[src/rtl/jb_xcvr_pkg.sv]
// Framing constants and receive FSM encoding shared by the transceiver's
// serializer and deserializer, so TX and RX agree on width and sync word.
package jb_xcvr_pkg;

  localparam int         DEF_DATA_WIDTH = 8;
  localparam logic [7:0] DEF_SYNC_WORD  = 8'hA5;

  typedef enum logic {
    HUNT   = 1'b0,
    LOCKED = 1'b1
  } state_t;

endpackage

[src/rtl/deserializer_sipo_out_reg.sv]
// One-word holding register between the deserializer and the word consumer.
// Words offered while the register is full and not being drained are dropped.
module deser_out_reg #(
  parameter int DATA_WIDTH = 8
) (
  input  logic                  clk,
  input  logic                  rst,
  input  logic                  offer,
  input  logic [DATA_WIDTH-1:0] word,
  input  logic                  clr_overflow,
  output logic [DATA_WIDTH-1:0] data_out,
  output logic                  out_valid,
  input  logic                  out_ready,
  output logic                  overflow
);

  // Handshake: data_out is transferred on any clk edge where out_valid=1 and
  // out_ready=1; out_valid never drops without such a transfer, and data_out
  // is stable while out_valid=1 and out_ready=0.
  always_ff @(posedge clk) begin
    if (rst) begin
      data_out  <= '0;
      out_valid <= 1'b0;
      overflow  <= 1'b0;
    end else begin
      if (offer) begin
        if (!out_valid || out_ready) begin
          data_out  <= word;
          out_valid <= 1'b1;
        end else begin
          overflow  <= 1'b1;
        end
      end else if (out_valid && out_ready) begin
        out_valid <= 1'b0;
      end
      if (clr_overflow) begin
        overflow <= 1'b0;
      end
    end
  end

endmodule

[src/rtl/deserializer_sipo.sv]
// LSB-first serial-to-parallel receiver: hunts bit-by-bit for the sync word,
// then frames every DATA_WIDTH valid bits into a word, discarding idle fill.
module deserializer_sipo
  import jb_xcvr_pkg::*;
#(
  parameter int                    DATA_WIDTH = DEF_DATA_WIDTH,
  parameter logic [DATA_WIDTH-1:0] SYNC_WORD  = DEF_SYNC_WORD
) (
  input  logic                  clk,
  input  logic                  rst,
  input  logic                  srl_in,
  input  logic                  srl_valid,
  input  logic                  resync,
  output logic [DATA_WIDTH-1:0] data_out,
  output logic                  out_valid,
  input  logic                  out_ready,
  output logic                  locked,
  output logic                  overflow
);

  localparam int               CNT_W    = $clog2(DATA_WIDTH);
  localparam logic [CNT_W-1:0] CNT_LAST = CNT_W'(DATA_WIDTH - 1);
  localparam logic [CNT_W-1:0] CNT_ONE  = CNT_W'(1);

  state_t                  state, state_nxt;
  logic [CNT_W-1:0]        bit_cnt, bit_cnt_nxt;
  logic [DATA_WIDTH-1:0]   sh;
  logic [DATA_WIDTH-1:0]   cand;
  logic                    word_done;
  logic                    offer;

  // Newest bit enters at the MSB, so after W bits the first one sits at bit 0.
  assign cand      = {srl_in, sh[DATA_WIDTH-1:1]};
  assign word_done = (state == LOCKED) && srl_valid && (bit_cnt == CNT_LAST);
  assign offer     = word_done && (cand != SYNC_WORD) && !resync;
  assign locked    = (state == LOCKED);

  always_ff @(posedge clk) begin
    if (rst) begin
      state   <= HUNT;
      bit_cnt <= '0;
      sh      <= '0;
    end else begin
      state   <= state_nxt;
      bit_cnt <= bit_cnt_nxt;
      if (srl_valid) begin
        sh <= cand;
      end
    end
  end

  always_comb begin
    state_nxt   = state;
    bit_cnt_nxt = bit_cnt;
    if (resync) begin
      state_nxt   = HUNT;
      bit_cnt_nxt = '0;
    end else if (srl_valid) begin
      case (state)
        HUNT: begin
          if (cand == SYNC_WORD) begin
            state_nxt   = LOCKED;
            bit_cnt_nxt = '0;
          end
        end
        LOCKED: begin
          bit_cnt_nxt = word_done ? '0 : bit_cnt + CNT_ONE;
        end
        default: begin
          state_nxt   = HUNT;
          bit_cnt_nxt = '0;
        end
      endcase
    end
  end

  deser_out_reg #(
    .DATA_WIDTH(DATA_WIDTH)
  ) u_out_reg (
    .clk          (clk),
    .rst          (rst),
    .offer        (offer),
    .word         (cand),
    .clr_overflow (resync),
    .data_out     (data_out),
    .out_valid    (out_valid),
    .out_ready    (out_ready),
    .overflow     (overflow)
  );

endmodule

[config.mk]
export PLATFORM = sky130hd
export DESIGN_NAME = deserializer_sipo
export DESIGN_NICKNAME = d
export VERILOG_FILES = /design/src/rtl/jb_xcvr_pkg.sv /design/src/rtl/deserializer_sipo_out_reg.sv /design/src/rtl/deserializer_sipo.sv
export SDC_FILE = /design/constraint.sdc
export NUM_CORES = 1
export LEC_CHECK = 0
export BUFFER_PORTS_ARGS = -buffer_cell sky130_fd_sc_hd__buf_2
export CORE_MARGIN = 2
export CORE_UTILIZATION = 47
export CTS_CLUSTER_DIAMETER = 40
export DETAILED_ROUTE_END_ITERATION = 10
export GPL_TIMING_DRIVEN = 1
export PLACE_DENSITY = 0.81
export SYNTH_ARGS = -nofsm -noshare
export SYNTH_HDL_FRONTEND = slang
export SYNTH_SLANG_ARGS = --single-unit
[constraint.sdc]
create_clock -name clk -period 1.4 [get_ports clk]
set_input_delay 0.14 -clock clk [delete_from_list [all_inputs] [get_ports clk]]
set_output_delay 0.14 -clock clk [all_outputs]
set_load 0.01 [all_outputs]
Yosys cells after proc, flatten, opt, wreduce, memory -nomap -nowiden
Cells that the tools add are included.
{"block": "word_totals", "ff_bits": 22, "latch_bits": 0, "ramBits": 0, "romBits": 0, "inputBits": 6, "output_inout_bits": 11, "word_cells": 36, "n_memories": 0}
{"block": "op_classes", "add_sub_neg": 1, "multipliers": 0, "div_mod_pow": 0, "n_lt_le_gt_ge": 0, "n_eq_ne": 5, "shifts": 0, "mux": 8, "bitwise_logic": 2, "n_reduce_logical": 14}
{"cell": "== test 8 bit, second input constant", "n": 1}
{"cell": "inequality test 8 bit, second input constant", "n": 1}
{"cell": "AND reduction 2 bit", "n": 4}
{"cell": "2-to-1 mux 3 bit", "n": 2}
{"cell": "one-hot mux 3 bit (2 select lines)", "n": 1}
{"cell": "logical AND 1 bit", "n": 5}
{"cell": "2-to-1 mux 1 bit", "n": 5}
{"cell": "adder 3 x 1 -> 3 bit, second input constant", "n": 1}
{"cell": "== test 3 bit, second input constant", "n": 1}
{"cell": "logical NOT 1 bit", "n": 2}
{"cell": "inequality test 2 x 1 -> 1 bit, second input constant", "n": 1}
{"cell": "inequality test 2 bit, second input constant", "n": 1}
{"cell": "NOT 1 bit", "n": 2}
{"cell": "nonzero test 2 bit", "n": 1}
{"cell": "OR reduction 2 bit", "n": 1}
{"cell": "logical OR 1 bit", "n": 1}

Longest topological paths before layout
Gate-level depths: netlist (run 1).
{"block": "logic_depth", "word_depth": 6, "depth_mapped": 6, "depth_no_buf": 5}

Cells and area by module
Synthesis (run 1) repeated with hierarchy kept, for this count alone.
{"block": "unflattened", "cells_unflattened": 93, "hier_area_um2": 962.2}
{"mod": "deserializer_sipo", "n_inst": 1, "cells_each": 51, "area_each_um2": 525.5, "seq_area_each_um2": 220.2}
{"mod": "deser_out_reg", "n_inst": 1, "cells_each": 42, "area_each_um2": 436.7, "seq_area_each_um2": 200.2}

Worst setup path after synthesis (run 1)
No wires, ideal clock.
{"block": "synth_timing", "kind": "register to register", "startpoint": "reg bit_cnt[0]", "endpoint": "reg u_out_reg.data_out[0]", "setup_ns": 0.119, "arrival_time_ns": 1.184, "slack_ns": 0.097, "stages_incl_launch_ff": 7, "path_buffers": 1, "period_less_slack_ns": 1.303, "path_cell_list": "dfxtp_1 ha_1 ha_1 and4b_1 o211a_1 buf_6 mux2i_1"}
{"block": "synth_via", "elab_chain_len": 5}
{"element": "start: declaration", "line": "deserializer_sipo.sv:26", "rtl": "logic [CNT_W-1:0] bit_cnt, bit_cnt_nxt;"}
{"element": "start signal: assignment", "line": "deserializer_sipo.sv:45", "rtl": "bit_cnt <= bit_cnt_nxt;"}
{"element": "== test 3 bit", "line": "deserializer_sipo.sv:34", "rtl": "assign word_done = (state == LOCKED) && srl_valid && (bit_cnt == CNT_LAST);"}
{"element": "logical AND 1 bit", "line": "deserializer_sipo.sv:34"}
{"element": "logical AND 1 bit (2 in a row)", "line": "deserializer_sipo.sv:35", "rtl": "assign offer = word_done && (cand != SYNC_WORD) && !resync;"}
{"element": "AND reduction 2 bit (no line)"}
{"element": "end signal: assignment", "line": "deserializer_sipo_out_reg.sv:28", "rtl": "data_out <= word;"}
{"element": "end: declaration", "line": "deserializer_sipo_out_reg.sv:11", "rtl": "output logic [DATA_WIDTH-1:0] data_out,"}
Every way passes these cells.
A chain may end at the register's enable or synchronous reset.

Worst setup path after layout (run 1)
{"block": "layout_timing", "startpoint": "reg bit_cnt[0]", "endpoint": "reg u_out_reg.data_out[1]"}
The elaborated chain is that of the path after synthesis.

==> impl_results.md, run 1 <==
- R2r setup slk: 30 ps
- Sequential Area: 422.9 sq um
- Clk pin slew, worst setup/hold paths: 110 ps
- Clk network pwr share: 30.6%
- Max VDD drop: 0.4334 mV
- 1st-pass router iterations: 4
- Cell count after synthesis: 91
- Hold Path Sink: u_out_reg.overflow
- Initial antenna violation count: 0
- Nets: 118
- Worst-path fanout max: 8
- MaxCap Viol Count: 0
- Critical path startpoint category: flip-flop
- Primary FF master, synth: dfxtp_1
- Pwr Total: 0.9441 mW
- H-tree depth: 1
- Comb pwr share: 5.3%
- Final period util: 97.83%
- Initial Util: 48.76%
- Ys Warns: 0
- Net Sw Frac: 22.61%
- Most frequent cell after synthesis: dfxtp_1
- CP Capture Type: flip-flop
- Req. time, crit path: 1640 ps
- P&R area growth vs syn: 18.83%
- Power density over cell area: 847.8 nW/um^2
- GPL Wtd Cong: 0.7933
- Synth Cell Area: 937.1 sq um
- Reg power frac: 64.1%
- Die area: 2367 sq um
- Synth area leaders: dfxtp_1 (45%), mux2i_1 (16%), nand2b_1 (8.7%)
- Vias in the first global route: 708
- WS Path Type: flip-flop to flip-flop
- Fill cell total of the finished layout: 175
- Distinct cells, synth: 24
- Worst-margin pin slew: 370.7 ps
- Max Fclk: 0.7301 GHz
- Core outline area: 1922 sq um
- Synth top area share: 44.86%
- Fin. max-slew vios: 0
- FP Rows: 16
- Headroom to the max-slew limit: 75.29%
- Share of cells above drive strength 1: 28.44%
- Final WL: 1799 um
- Worst r2r src: bit_cnt[0]
- RSZ-0062 raised after global routing: yes
- Fraction of registers with async set/reset: 0%
- #FFs+latches synth: 21
- Clock tree buffer depth: 2
- Critical Path Max Stage Delay: 370 ps
- Number of vias per cell: 5.382
- Detailed-route via count: 732
- Final Hold Viols: 0
- Skew final: 5.533 ps
- WP data arrival: 1610 ps
- FF-to-FF End: u_out_reg.data_out[1]
- Tmin final: 1370 ps
- Multi-input logic area: 526.8 sq um
- TritonCTS Buffers: 3
- Die W: 48.66 um
- TNS Setup: 0 ps
- GRT Total Usage: 15.39%
- First DRT Iteration DRCs: 11
- Residual DRC: 0
- Port bufs: 16
- Worst Hold Path Cells: 2
- Post-detail-place hpwl: 1229 um
- Grt ovf: 0
- Synthesized Nets: 99
- Hold wc startpoint: resync
- Power Internal: 0.7306 mW
- Number of synthesized flops with an enable pin: 0
- Hold buffer count at cts: 0
- Critical path cell sequence: ha_4 > ha_4 > and4b_1 > o211a_4 > mux2i_1
- Reg2Reg Depth: 5
- WL per Instance: 13.23 um
- # IOs: 17
- Setup-failing EPs final: 0
- ANT cells: 0
- Slowest stage cell on the critical path: dfxtp_2
- Hold Crit Class: input pin to flip-flop
- Worst skew pair latency: 310 ps
- Sequential fraction of the synthesis area: 44.86%
- Cell mode on critical path: ha_4
- First-pass GRT wire length: 2849 um
- Switch Pwr: 0.2134 mW
- Top cells by count, synth: dfxtp_1 (21), mux2i_1 (15), nand2b_1 (13)
- Status: completed
- Post-DRT Antenna Nets: 0
- Clock sinks: 21
- Yosys top cell by area: dfxtp_1
- Syn_area_per_cell: 10.30 sq um
- Largest net degree at the start of global routing: 28
- Root Buffer: clkbuf_4
- Leak pwr: 0.4450 nW
- CTS tree: built
- Die Ht: 48.66 um
[critical path, delay by kind of cell (launching register included)]
kind,cells,cell delay [ps]
adder cells (fa/ha/maj),2,260
AO/OA/AOI/OAI,1,250
AND/OR/NAND/NOR,1,230
flip-flops,1,370
multiplexers,1,200
[registers in the layout (all words and copies together), names as in the netlist]
register	flops
u_out_reg.overflow	1
locked	1
sh	7
u_out_reg.out_valid	1
bit_cnt	3
u_out_reg.data_out	8
[worst max path at each step]
stage                          start               endpoint  cells after the start  slack, ps
after floorplan           bit_cnt[0]  u_out_reg.data_out[0]                      6        100
after global placement    bit_cnt[0]  u_out_reg.data_out[5]                      5        -90
after detailed placement  bit_cnt[0]  u_out_reg.data_out[1]                      5       -140
after CTS                 bit_cnt[0]  u_out_reg.data_out[1]                      5        0.2
after global routing      bit_cnt[0]     u_out_reg.overflow                      5        -70
final                     bit_cnt[0]  u_out_reg.data_out[1]                      5         30
[cell type report]
type	instances	area share, %
Multi-Input combinational cell	65	47.30
Tap cell	27	3.034
Timing Repair Buffer	19	9.213
Sequential cell	21	37.98
Clock buffer	3	2.022
Clock inverter	1	0.4494
[timing repair]
action / in CTS / in global routing
pin swaps: 0 / 1
buffers inserted: 0 / 0
setup endpoints to repair: 8 / 10
gates resized for setup: 2 / 7
cloned: 0 / 0
[cell families (layout without fill, tap and decap cells)]
logic type / after synthesis / in the layout / share of synthesized area (%)
buffers and inverters: 5 / 23 / 3.071
AND/OR/NAND/NOR: 36 / 36 / 24.57
flip-flops: 21 / 21 / 44.86
multiplexers: 15 / 15 / 16.02
AO/OA/AOI/OAI: 12 / 12 / 8.813
adder cells (fa/ha/maj): 2 / 2 / 2.670
[layer usage]
layer,routed length [um],up-vias,track usage [%]
met2,880,14,25.80
met1,799,350,17.54
met3,62,7,3.704
li1,-,361,-
met5,0,-,0
met4,57,0,9.524
[power by group through the flow]
stage	Sequential (mW)	Clock, mW	Combinational [mW]
finish	0.605	0.289	0.0499
CTS	0.605	0.291	0.0489
global placement	0.618	0	0.0469
detailed placement	0.618	0	0.0489
floorplan	0.617	0	0.0341
global route	0.606	0.328	0.0534
[stage by stage]
step / hold slack (ps) / worst slack [ps] / utilization (%) / cell area (sq um) / std cells
CTS: 52.64 / 0.1632 / 56.18 / 1080 / 136
finish: 54.67 / 30.40 / 57.94 / 1114 / 136
floorplan: 243.3 / 97.12 / - / 937.1 / 91
detailed placement: 377.1 / -135.4 / 54.36 / 1045 / 132
global route: 55.45 / -65.41 / 57.94 / 1114 / 136
global placement: 377.2 / -85.15 / 54.36 / 1045 / 132
[cells in the final DEF, fill, tap and decap left out, types with 2 or more instances in the layout]
cell,n
nand2b_1,13
mux2i_1,15
a31oi_1,3
nand4bb_1,2
buf_4,3
a21oi_1,2
nand2_1,2
ha_4,2
buf_2,16
dfxtp_2,2
or2b_1,4
nor2_1,9
clkbuf_4,3
o21ai_0,2
dfxtp_1,19
No activity file was read; power rests on OpenSTA's default activity.
==> run 2: changes to the inputs <==
--- a/config.mk
+++ b/config.mk
@@ -6,8 +6,10 @@
 export NUM_CORES = 1
 export LEC_CHECK = 0
 export BUFFER_PORTS_ARGS = -buffer_cell sky130_fd_sc_hd__buf_2
+export CELL_PAD_IN_SITES_DETAIL_PLACEMENT = 1
+export CELL_PAD_IN_SITES_GLOBAL_PLACEMENT = 2
 export CORE_MARGIN = 2
-export CORE_UTILIZATION = 47
+export CORE_UTILIZATION = 30
 export CTS_CLUSTER_DIAMETER = 40
 export DETAILED_ROUTE_END_ITERATION = 10
 export GPL_TIMING_DRIVEN = 1
==> impl_results.md, run 2 (synthesis results as in run 1) <==
- Post-DRT Antenna Nets: 0 (unchanged)
- Largest register by flop count: u_out_reg.data_out
- Share of cells above drive strength 1: 28.83% (+0.39 points)
- Headroom to the max-slew limit: 80.27% (+5.0 points)
- Failing checks: negative setup slack
- Critical Path Max Stage Delay: 370 ps (about the same)
- Skew final: 7.472 ps (+1.940 ps)
- Cell mode on critical path: ha_4
- GRT Total Usage: 12.90% (-2.5 points)
- Max VDD drop: 0.2408 mV (-44%)
- Post-detail-place hpwl: 1479 um (+20%)
- Slowest stage cell on the critical path: dfxtp_2
- WS Path Type: flip-flop to flip-flop
- Hold buffer count at cts: 0 (unchanged)
- Number of flip-flops in the largest register: 8 (unchanged)
- Largest registers: u_out_reg.data_out (8), sh (7), bit_cnt (3)
- Status: finished with violations
- RSZ-0062 raised after global routing: yes
- Final Hold Viols: 0 (unchanged)
- Critical path cell sequence: ha_4 > ha_4 > and4b_1 > o211a_1 > buf_12 > mux2i_1
- Power density over cell area: 824.3 nW/um^2 (-2.8%)
- Number of vias per cell: 5.076 (-5.7%)
- Final period util: 101.5% (+3.7 points)
- Reg power frac: 64.3% (+0.2 points)
- Req. time, crit path: 1620 ps (-20 ps)
- Final WL: 2036 um (+13%)
- First DRT Iteration DRCs: 24 (+13)
- Largest net degree at the start of global routing: 20 (-29%)
- 1st-pass router iterations: 2 (-2)
- FP Rows: 20 (+4)
- Cells after DPL: 140 (+6.1%)
- CP Capture Type: flip-flop
- Initial antenna violation count: 0 (unchanged)
- Die W: 59.89 um (+23%)
- Most frequent cells in the layout: dfxtp_1 (19), buf_2 (16), mux2i_1 (15)
- Clock tree buffer depth: 2 (unchanged)
- MaxCap Viol Count: 0 (unchanged)
- P&R area growth vs syn: 21.76%
- Clock sinks: 21 (unchanged)
- Die Ht: 59.89 um (+23%)
- Die area: 3587 sq um (+52%)
- Vias in the first global route: 759 (+7.2%)
- TNS Setup: -72.95 ps (-72.95 ps)
- Hold Crit Class: input pin to flip-flop
- First-pass GRT wire length: 3477 um (+22%)
- GPL Wtd Cong: 0.7547 (-4.9%)
- Power Internal: 0.7362 mW (+0.77%)
- Grt ovf: 0 (unchanged)
- Root Buffer: clkbuf_4
- Net Sw Frac: 21.73% (-0.88 points)
- Residual DRC: 0 (unchanged)
- Worst skew pair latency: 290 ps (-20 ps)
- Tmin final: 1421 ps (+51.37 ps)
- Worst-path fanout max: 8 (unchanged)
- Switch Pwr: 0.2044 mW (-4.3%)
- Fin worst setup slack: -20.97 ps (-51.37 ps)
- Worst-margin pin slew: 292.9 ps (-77.82 ps)
- WL per Instance: 14.14 um (+6.9%)
- Setup-failing EPs final: 6 (+6)
- CTS tree: built
- Commonest non-fill, non-tap cell in the layout: dfxtp_1
- Non-Filler Instances: 144 (+5.9%)
- Fin. max-slew vios: 0 (unchanged)
- Worst hold slack: 77.68 ps (+23.00 ps)
- Critical path startpoint category: flip-flop
- Port bufs: 16 (unchanged)
- Clk network pwr share: 30.0% (-0.6 points)
- H-tree depth: 1 (unchanged)
- Nets: 120 (+1.7%)
- TritonCTS Buffers: 3 (unchanged)
- Comb pwr share: 5.7% (+0.4 points)
- Clk pin slew, worst setup/hold paths: 110 ps (about the same)
- Leak pwr: 0.4607 nW (+3.5%)
- Core outline area: 3003 sq um (+56%)
- ANT cells: 0 (unchanged)
- # IOs: 17 (unchanged)
- Max Fclk: 0.7037 GHz (-3.6%)
- Initial Util: 31.21% (-18 points)
- Detailed-route via count: 731 (-0.14%)
- WP data arrival: 1650 ps (+40 ps)
==> run 2: changes by cell type in the layout (fill, tap and decap cells not counted), sizes merged <==
cell / previous run / this run
buf: 19 / 21
clkbuf: 3 / 4
clkinv: 1 / 0
==> run 2: worst max-delay path, delay by kind of cell (launching register included) <==
family,cells,cell delay (ps)
AO/OA/AOI/OAI,1,190
adder cells (fa/ha/maj),2,260
buffers and inverters,1,140
flip-flops,1,370
multiplexers,1,180
AND/OR/NAND/NOR,1,200
==> run 2: routing by layer <==
| metal | GRT usage (%) | vias up | part of all wire [%] |
|---|---|---|---|
| met1 | 15.72 | 357 | 43 |
| met3 | 2.597 | 2 | 2.8 |
| li1 | - | 360 | - |
| met2 | 22.67 | 12 | 54 |
| met4 | 3.810 | 0 | 0.49 |
| met5 | 0 | - | 0 |
==> run 2: final cells by class <==
| cell class | instances | area, sq um |
|---|---|---|
| Sequential cell | 21 | 422.9 |
| Multi-Input combinational cell | 65 | 520.5 |
| Timing Repair Buffer | 21 | 130.1 |
| Tap cell | 33 | 41.29 |
| Fill cell | 363 | 1862 |
| Clock buffer | 4 | 26.28 |
==> run 2: power by group through the flow <==
stage	Sequential, mW	Clock, mW	Combinational (mW)
finish	0.605	0.282	0.0539
global route	0.606	0.329	0.0596
CTS	0.605	0.304	0.0539
detailed placement	0.619	0	0.0540
global placement	0.618	0	0.0510
floorplan	0.617	0	0.0341
==> run 2: worst paths after layout <==
path                                         start                    end  slack, ps  depth (start not counted)
worst min register to register  u_out_reg.overflow     u_out_reg.overflow        480                          2
worst max-delay path                    bit_cnt[1]  u_out_reg.data_out[5]        -20                          6
worst min-delay path                        resync     u_out_reg.overflow         80                          2
worst max register to register          bit_cnt[1]  u_out_reg.data_out[5]        -20                          6
==> run 2: what timing repair did <==
item / CTS / global route
gates cloned: 0 / 0
resized for setup: 6 / 2
setup endpoints to repair: 8 / 10
setup buffers: 0 / 0
pin swaps: 0 / 1
==> run 2: stage by stage <==
stage / setup slack (ps) / power [mW] / util [%] / instance area (sq um)
6_report: -20.97 / 0.9406 / 38.00 / 1141
5_1_grt: -83.67 / 0.9947 / 38.00 / 1141
4_1_cts: -19.40 / 0.9628 / 37.75 / 1134
3_5_place_dp: -24.08 / 0.6727 / 35.96 / 1080
3_3_place_gp: 41.26 / 0.6691 / 35.96 / 1080
2_1_floorplan: 97.12 / 0.6511 / - / 937.1
==> run 3: changes to the inputs <==
--- a/config.mk
+++ b/config.mk
@@ -14,6 +14,7 @@
 export DETAILED_ROUTE_END_ITERATION = 10
 export GPL_TIMING_DRIVEN = 1
 export PLACE_DENSITY = 0.81
+export RECOVER_POWER = 50
 export SYNTH_ARGS = -nofsm -noshare
 export SYNTH_HDL_FRONTEND = slang
 export SYNTH_SLANG_ARGS = --single-unit
==> impl_results.md, run 3 (synthesis results as in run 1) <==
- WL per Instance: 14.19 um (+0.39%)
- Setup-failing EPs final: 6 (unchanged)
- Hold Crit Class: input pin to flip-flop
- Critical Path Max Stage Delay: 370 ps (about the same)
- Die W: 59.89 um (unchanged)
- Critical path startpoint category: flip-flop
- Share of cells above drive strength 1: 25.23% (-3.6 points)
- Commonest non-fill, non-tap cell in the layout: dfxtp_1
- Die area: 3587 sq um (unchanged)
- Number of flip-flops in the largest register: 8 (unchanged)
- Root Buffer: clkbuf_4
- CP delay by family, top: flip-flops
- Initial antenna violation count: 0 (unchanged)
- GRT Total Usage: 12.90% (unchanged)
- # IOs: 17 (unchanged)
- TritonCTS Buffers: 3 (unchanged)
- CP Capture Type: flip-flop
- Pwr Total: 0.9406 mW (about the same)
- WP data arrival: 1650 ps (about the same)
- FP Rows: 20 (unchanged)
- ANT cells: 0 (unchanged)
- H-tree depth: 1 (unchanged)
- Nets: 120 (unchanged)
- Max VDD drop: 0.2416 mV (+0.31%)
- Worst path bufs/invs: 1 (unchanged)
- Port bufs: 16 (unchanged)
- Worst hold slack: 77.74 ps (+0.06110 ps)
- Largest net degree at the start of global routing: 20 (unchanged)
- Tmin final: 1421 ps (+0.0001000 ps)
- Detailed-route via count: 732 (+0.14%)
- Clk network pwr share: 30.0% (about the same)
- MaxCap Viol Count: 0 (unchanged)
- 1st-pass router iterations: 2 (unchanged)
- CTS tree: built
- Worst skew pair latency: 290 ps (about the same)
- Reg power frac: 64.3% (about the same)
- Largest registers: u_out_reg.data_out (8), sh (7), bit_cnt (3)
- Worst-path fanout max: 8 (unchanged)
- Design area: 1136 sq um (-0.44%)
- Req. time, crit path: 1620 ps (about the same)
- Initial Util: 31.21% (unchanged)
- Power density over cell area: 827.9 nW/um^2 (+0.44%)
- Critical path cell sequence: ha_4 > ha_4 > and4b_1 > o211a_1 > buf_12 > mux2i_1
- Cell mode on critical path: ha_4
- First DRT Iteration DRCs: 24 (unchanged)
- Worst-margin pin slew: 292.9 ps (unchanged)
- WS Path Type: flip-flop to flip-flop
- Leak pwr: 0.4430 nW (-3.8%)
- Hold buffer count at cts: 0 (unchanged)
- Post-DRT Antenna Nets: 0 (unchanged)
- Residual DRC: 0 (unchanged)
- Fin. max-slew vios: 0 (unchanged)
- Comb pwr share: 5.7% (about the same)
- Net Sw Frac: 21.73% (about the same)
- Power Internal: 0.7362 mW (unchanged)
- GPL Wtd Cong: 0.7547 (unchanged)
- Max Fclk: 0.7037 GHz (unchanged)
- RSZ-0062 raised after global routing: yes
- Post-CTS Setup Bufs: 0 (unchanged)
- Switch Pwr: 0.2044 mW (about the same)
- P&R area growth vs syn: 21.23%
- Die Ht: 59.89 um (unchanged)
- Grt ovf: 0 (unchanged)
- Final period util: 101.5% (about the same)
- First-pass GRT wire length: 3477 um (unchanged)
- Clock tree buffer depth: 2 (unchanged)
- Skew final: 7.472 ps (unchanged)
- Clock sinks: 21 (unchanged)
- Clk pin slew, worst setup/hold paths: 110 ps (about the same)
- Post-detail-place hpwl: 1479 um (unchanged)
- Largest register by flop count: u_out_reg.data_out
- Headroom to the max-slew limit: 80.27% (unchanged)
- Final Hold Viols: 0 (unchanged)
- Failing checks: negative setup slack
- Vias in the first global route: 759 (unchanged)
- Status: finished with violations
- Core outline area: 3003 sq um (unchanged)
- Most frequent cells in the layout: dfxtp_1 (19), mux2i_1 (15), nand2b_1 (13)
- Final WL: 2044 um (+0.39%)
- Number of vias per cell: 5.083 (+0.14%)
- Fin worst setup slack: -20.97 ps (-0.0001000 ps)
- Area after DPL: 1080 sq um (unchanged)
- Slowest stage cell on the critical path: dfxtp_2
-- run 3: cell count changes in the layout (fill, tap and decap cells not counted), sizes merged --
cell	previous run	this run
buf	21	17
clkbuf	4	8
-- run 3: cell type report --
cell class | count | area (sq um)
multi-input cells | 65 | 520.5
well taps | 33 | 41.29
repair buffers | 21 | 125.1
fillers | 367 | 1867
clock buffers | 4 | 26.28
flip-flops and latches | 21 | 422.9
-- run 3: path summary, 6_finish.rpt --
kind	startpoint	to	slack (ps)	cells after the start
setup / recovery	bit_cnt[1]	u_out_reg.data_out[5]	-20	6
hold / removal	resync	u_out_reg.overflow	80	2
setup reg to reg	bit_cnt[1]	u_out_reg.data_out[5]	-20	6
hold reg to reg	u_out_reg.overflow	u_out_reg.overflow	480	2
-- run 3: power by group through the flow --
stage	registers [mW]	clock network, mW	logic (mW)
after floorplan	0.617	0	0.0341
after detailed placement	0.619	0	0.0540
after global placement	0.618	0	0.0510
after global routing	0.606	0.329	0.0596
after CTS	0.605	0.304	0.0539
final	0.605	0.282	0.0539
-- run 3: through the flow --
step / util, % / worst slack [ps] / std cells / setup TNS, ps
floorplan: - / 97.12 / 91 / 0
global placement: 35.96 / 41.26 / 140 / 0
detailed placement: 35.96 / -24.08 / 140 / -102.7
CTS: 37.75 / -19.40 / 144 / -46.74
global route: 37.83 / -83.67 / 144 / -544.3
finish: 37.83 / -20.97 / 144 / -72.95
-- run 3: timing repair --
action                     CTS  global route
setup endpoints to repair    8            10
pin swaps                    0             1
resized for setup            6             2
-- run 3: layer usage --
metal | global-route usage (%) | vias up | wire [um]
met5 | 0 | - | 0
met4 | 3.810 | 0 | 10
met3 | 2.597 | 2 | 59
met2 | 22.67 | 12 | 1100
met1 | 15.72 | 358 | 873
li1 | - | 360 | -
